## src/rtl/sdram_cpu_bridge.sv

```systemverilog
// 16-bit CPU/ROM bus to 64-bit single-beat SDRAM controller bridge with a one-line read cache.
// Optional hit/miss counters are built when SDRAM_BRIDGE_STATS_EN is defined.
module sdram_cpu_bridge #(
    parameter int         CACHE_EN = 1,
    parameter logic [7:0] BURST    = 8'd1
) (
    input  logic        clk,
    input  logic        reset,
    input  logic [23:0] cpu_addr,
    input  logic        cpu_rd,
    input  logic        cpu_wr,
    input  logic [1:0]  cpu_ds,
    input  logic [15:0] cpu_din,
    output logic [15:0] cpu_dout,
    output logic        cpu_ack,
    output logic [24:0] mem_addr,
    output logic [63:0] mem_wdata,
    output logic        mem_read,
    output logic        mem_write,
    output logic [7:0]  mem_burstcnt,
    output logic [7:0]  mem_byteenable,
    input  logic        mem_busy,
    input  logic [63:0] mem_rdata,
    input  logic        mem_rdata_ready
`ifdef SDRAM_BRIDGE_STATS_EN
    ,
    output logic [15:0] stat_hits,
    output logic [15:0] stat_misses
`endif
);

    typedef enum logic [2:0] {IDLE, RD_REQ, RD_WAIT, WR_REQ, WR_DONE, ACK} state_t;

    state_t      state;
    logic        busy_seen;
    logic        req_live;
    logic        line_valid;
    logic [63:0] line;
    logic [21:0] line_tag;
    logic [1:0]  req_lane;

    logic [1:0]  cpu_lane;
    logic [21:0] cpu_tag;
    logic [21:0] req_tag;
    logic        cpu_hit;
    logic        accept;
    logic        fill;

    function automatic logic [15:0] select_word(input logic [63:0] data, input logic [1:0] lane);
        logic [15:0] w;
        case (lane)
            2'd0:    w = data[15:0];
            2'd1:    w = data[31:16];
            2'd2:    w = data[47:32];
            default: w = data[63:48];
        endcase
        return w;
    endfunction

    function automatic logic [7:0] lane_enables(input logic [1:0] ds, input logic [1:0] lane);
        logic [7:0] be;
        be = {6'b0, ds} << {lane, 1'b0};
        return be;
    endfunction

    function automatic logic [63:0] merge_line(input logic [63:0] cur, input logic [63:0] wdata,
                                               input logic [7:0] be);
        logic [63:0] m;
        m = cur;
        for (int i = 0; i < 8; i++)
            if (be[i]) m[8*i +: 8] = wdata[8*i +: 8];
        return m;
    endfunction

`ifdef SDRAM_BRIDGE_STATS_EN
    function automatic logic [15:0] sat_inc(input logic [15:0] v);
        return (v == 16'hFFFF) ? v : v + 16'd1;
    endfunction
`endif

    assign cpu_lane     = cpu_addr[1:0];
    assign cpu_tag      = cpu_addr[23:2];
    assign req_tag      = mem_addr[24:3];
    assign cpu_hit      = line_valid && (line_tag == cpu_tag);
    assign mem_burstcnt = BURST;

    // The controller raises busy when it picks up our request; its fall marks acceptance.
    assign accept = busy_seen && !mem_busy;
    assign fill   = mem_rdata_ready && ((state == RD_WAIT) || (state == RD_REQ && accept));

    always_ff @(posedge clk) begin
        if (reset) begin
            state          <= IDLE;
            cpu_ack        <= 1'b0;
            cpu_dout       <= 16'h0;
            mem_read       <= 1'b0;
            mem_write      <= 1'b0;
            mem_addr       <= 25'h0;
            mem_byteenable <= 8'h0;
            line_valid     <= 1'b0;
            busy_seen      <= 1'b0;
            req_live       <= 1'b0;
`ifdef SDRAM_BRIDGE_STATS_EN
            stat_hits      <= 16'h0;
            stat_misses    <= 16'h0;
`endif
        end else begin
            cpu_ack <= 1'b0;
            case (state)
                IDLE: begin
                    busy_seen <= 1'b0;
                    if (cpu_wr) begin
                        mem_addr       <= {cpu_tag, 3'b000};
                        mem_wdata      <= {4{cpu_din}};
                        mem_byteenable <= lane_enables(cpu_ds, cpu_lane);
                        mem_write      <= 1'b1;
                        req_live       <= 1'b1;
                        state          <= WR_REQ;
                    end else if (cpu_rd) begin
                        if (cpu_hit) begin
                            cpu_dout <= select_word(line, cpu_lane);
                            cpu_ack  <= 1'b1;
                            state    <= ACK;
`ifdef SDRAM_BRIDGE_STATS_EN
                            stat_hits <= sat_inc(stat_hits);
`endif
                        end else begin
                            mem_addr       <= {cpu_tag, 3'b000};
                            mem_byteenable <= 8'hFF;
                            req_lane       <= cpu_lane;
                            mem_read       <= 1'b1;
                            req_live       <= 1'b1;
                            state          <= RD_REQ;
                        end
                    end
                end
                RD_REQ: begin
                    if (!cpu_rd) req_live <= 1'b0;
                    if (mem_busy) busy_seen <= 1'b1;
                    if (accept) begin
                        mem_read <= 1'b0;
                        state    <= RD_WAIT;
                    end
                end
                RD_WAIT: begin
                    if (!cpu_rd) req_live <= 1'b0;
                end
                WR_REQ: begin
                    if (!cpu_wr) req_live <= 1'b0;
                    if (mem_busy) busy_seen <= 1'b1;
                    if (accept) begin
                        mem_write <= 1'b0;
                        state     <= WR_DONE;
                        if (line_valid && line_tag == req_tag)
                            line <= merge_line(line, mem_wdata, mem_byteenable);
                    end
                end
                WR_DONE: begin
                    cpu_ack <= req_live && cpu_wr;
                    state   <= ACK;
                end
                default: begin
                    req_live <= 1'b0;
                    if (!cpu_rd && !cpu_wr) state <= IDLE;
                end
            endcase

            // Fill may land in the same cycle as acceptance; it overrides the RD_WAIT step.
            if (fill) begin
                line       <= mem_rdata;
                line_tag   <= req_tag;
                line_valid <= (CACHE_EN != 0);
                cpu_dout   <= select_word(mem_rdata, req_lane);
                cpu_ack    <= req_live && cpu_rd;
                state      <= ACK;
`ifdef SDRAM_BRIDGE_STATS_EN
                stat_misses <= sat_inc(stat_misses);
`endif
            end
        end
    end

endmodule

```

## config.mk

```make
export PLATFORM = sky130hd
export DESIGN_NAME = sdram_cpu_bridge
export DESIGN_NICKNAME = d
export VERILOG_FILES = /design/src/rtl/sdram_cpu_bridge.sv
export SDC_FILE = /design/constraint.sdc
export NUM_CORES = 1
export LEC_CHECK = 0
export ABC_AREA = 1
export BUFFER_PORTS_ARGS = -buffer_cell sky130_fd_sc_hd__buf_2
export CAP_MARGIN = 20
export CORE_UTILIZATION = 45
export DETAILED_ROUTE_END_ITERATION = 8
export GPL_TIMING_DRIVEN = 1
export PLACE_DENSITY = 0.73
export SETUP_SLACK_MARGIN = 0.4
export SKIP_LAST_GASP = 1
export SLEW_MARGIN = 20
export SYNTH_ARGS = -nofsm -noshare
export SYNTH_HDL_FRONTEND = slang
export SYNTH_SLANG_ARGS = --single-unit
```

## constraint.sdc

```tcl
create_clock -name clk -period 3 [get_ports clk]
set_input_delay 0.15 -clock clk [delete_from_list [all_inputs] [get_ports clk]]
set_output_delay 0.15 -clock clk [all_outputs]
set_load 0.02 [all_outputs]
```

==> impl_metrics.env <==
export IMPL_outcome="completed"
export IMPL_ant_nets=0
export IMPL_seq_area_frac_synth=0.510
export IMPL_synth_avg_cell_area_sq_um=8.26
export IMPL_cp_arrival_ns=2.31
export IMPL_seq_area_sq_um=4220
export IMPL_synth_cells=1003
export IMPL_synth_edff_count=104
export IMPL_die_y_um=138
export IMPL_hold_class="primary input to flip-flop"
export IMPL_skew_ns=0.0107
export IMPL_grt_overflow_total=0
export IMPL_dp_hpwl_um=16800
export IMPL_antenna_found_initial=0
export IMPL_start_util=0.460
export IMPL_cts_setup_buffers=0
export IMPL_top_layer="met4"
export IMPL_place_congestion=0.945
export IMPL_reg2reg_to="line[11]"
export IMPL_numCtsBuffers=17
export IMPL_fp_dieW_um=138
export IMPL_path_class="flip-flop to flip-flop"
export IMPL_drive_gt1_frac=0.259
export IMPL_drv_slew=0
export IMPL_cts_buffer_depth=2
export IMPL_core_sq_um=18000
export IMPL_fill_cells=1632
export IMPL_initialDrtViolationCount=628
export IMPL_setup_viol_count_final=0
export IMPL_syn_area_sq_um=8280
export IMPL_dr_wl_met3_um=1920
export IMPL_rows=49
export IMPL_grtUsageTotal=0.257
export IMPL_p_per_area_nw_per_um2=681
export IMPL_timing_hold_ws_ns=0.0184
export IMPL_clk_latency_ns=0.43
export IMPL_finalCritPeriodShare=0.725
export IMPL_p_leak_nw=4.61
export IMPL_grt_max_degree=56
export IMPL_min_period_ns=2.18
export IMPL_vdd_drop_max_v=0.000496
export IMPL_synth_ff_type="edfxtp_1"
export IMPL_yosys_warnings=0
export IMPL_cts_root_buf="clkbuf_16"
export IMPL_dpl_cell_area_sq_um=9220
export IMPL_routed_wl_met2_um=11700
export IMPL_wl_um=23900
export IMPL_h_tree_depth=4
export IMPL_first_global_vias=7331
export IMPL_drt_pass1_iter_count=7
export IMPL_reg2reg_depth=6
export IMPL_die_area_sq_um=19000
export IMPL_drcViolationCount=0
export IMPL_hold_start="mem_rdata[0]"
export IMPL_endpoint_kind="flip-flop"
export IMPL_viasPerCell=5.22
export IMPL_rsz0062_at_grt="no"
export IMPL_cap_violations=0
export IMPL_grt_pass1_wl_um=36500
export IMPL_hold_path_end="line[0]"
export IMPL_tightestPinTransition_ns=0.809
export IMPL_final_nets=1333
export IMPL_synthArstFlopShare=0
export IMPL_synthDistinctLibCells=38
export IMPL_worstHoldPathCells=3
export IMPL_setup_tns_ns=0
export IMPL_cts_hold_buf=47
export IMPL_post_drt_wl_per_cell_um=16.4
export IMPL_final_area_sq_um=10300
export IMPL_wl_met1_um=9680
export IMPL_ctsResizeCount=0
export IMPL_io_buffer_count=224
export IMPL_hold_violations=0
export IMPL_multi_input_area_sq_um=3060
export IMPL_crit_path_max_fanout=8
export IMPL_diodes=0
export IMPL_fmax_mhz=459
export IMPL_worstPathRequired_ns=3.13
export IMPL_r2r_slack_ns=0.82
export IMPL_io_pins=236
export IMPL_vias=7644
export IMPL_syn_to_final_growth_pct=23.9
export IMPL_slew_headroom=0.460
export IMPL_cts_tree="done"
export IMPL_cts_sinks=159
export IMPL_path_clk_slew_ns=0.07
export IMPL_synth_seq_cells=159
export IMPL_cp_start_kind="flip-flop"
export IMPL_r2r_start="line_tag[20]"
[flip-flops by register name (all words and copies together) (netlist names), 2 cells and up]
register,count
line,64
line_tag,22
mem_addr,22
cpu_dout,16
mem_wdata,16
mem_byteenable,8
state,3
req_lane,2
[how the worst max path moves through the flow]
| stage | from | end | cells after the start |
|---|---|---|---|
| after CTS | req_lane[0] | cpu_dout[15] | 8 |
| final | line_tag[20] | line[11] | 6 |
| after floorplan | state[2] | line[0] | 10 |
| after global placement | req_lane[0] | cpu_dout[15] | 8 |
| after detailed placement | req_lane[0] | cpu_dout[15] | 8 |
| after global routing | mem_busy | line[9] | 10 |
[critical path, cell delays in order, from the launching register on]
cell	delay (ns)
edfxtp_1	0.42
xnor2_1	0.25
o211ai_1	0.12
nor4_1	0.25
nand3_1	0.32
o21ai_0	0.29
buf_4	0.23
[through the flow]
stage	power, mW	util	instances	worst slack, ns
6_report	6.99	0.569	1463	0.824
5_1_grt	7.34	0.569	1463	0.647
4_1_cts	7.00	0.569	1463	0.765
3_5_place_dp	4.89	0.512	1384	0.789
3_3_place_gp	4.86	0.512	1384	0.842
2_1_floorplan	4.33	-	1012	0.667
[cells in the mapped netlist, types with 7 or more instances]
library cell | instances | area share
a21oi_1 | 51 | 0.031
a21oi_2 | 10 | 0.011
a31oi_1 | 11 | 0.0083
buf_2 | 15 | 0.0091
buf_4 | 64 | 0.058
clkbuf_1 | 18 | 0.0082
dfxtp_1 | 55 | 0.13
edfxtp_1 | 104 | 0.38
inv_1 | 89 | 0.040
inv_2 | 8 | 0.0036
nand2_1 | 281 | 0.13
nand2_2 | 13 | 0.0098
nand3_1 | 70 | 0.042
nor2_1 | 54 | 0.024
o21ai_0 | 53 | 0.032
o21ai_1 | 50 | 0.030
o22ai_1 | 7 | 0.0053
xnor2_1 | 10 | 0.011
[layout by cell type, fill, tap and decap left out, types with 3 or more instances in the layout]
cell,count
a211oi_1,3
a21oi_1,51
a21oi_2,10
a31oi_1,11
buf_2,224
buf_4,20
clkbuf_16,17
clkinv_4,5
conb_1,11
dfxtp_1,55
dlygate4sd3_1,47
edfxtp_1,104
inv_1,89
inv_2,8
nand2_1,281
nand2_2,13
nand3_1,70
nand4_1,5
nor2_1,51
nor2_2,5
nor2_4,3
nor3_1,3
o211ai_1,5
o21ai_0,53
o21ai_1,50
o22ai_1,7
xnor2_1,10
[cell families (layout without fill, tap and decap cells)]
kind of cell    Yosys count  count (layout)  synth area share
simple gates            438             438             0.222
buf+inv                 199             421             0.126
other cells               2              11          0.000907
flops                   159             159             0.510
compound gates          195             195             0.130
xor+xnor                 10              10            0.0106
[routing by layer]
| metal | vias to the layer above | global-route usage |
|---|---|---|
| li1 | 3702 | - |
| met1 | 3508 | 0.306 |
| met2 | 385 | 0.451 |
| met3 | 49 | 0.0434 |
| met4 | 0 | 0.121 |
| met5 | - | 0 |
[report_power, final]
part / switching (mW) / internal [mW] / leakage, nW
clock network: 0.929 / 1.15 / 0.270
logic: 1.35 / 0.661 / 2.94
registers: 0.230 / 2.66 / 1.40
[area by class of cell]
| type | count | share of cell area |
|---|---|---|
| flip-flops and latches | 159 | 0.412 |
| multi-input cells | 654 | 0.298 |
| repair buffers | 292 | 0.172 |
| clock buffers | 18 | 0.0418 |
| inverters | 97 | 0.0355 |
| well taps | 229 | 0.0279 |
| clock inverters | 14 | 0.0132 |
No activity file was read; power rests on OpenSTA's default activity.
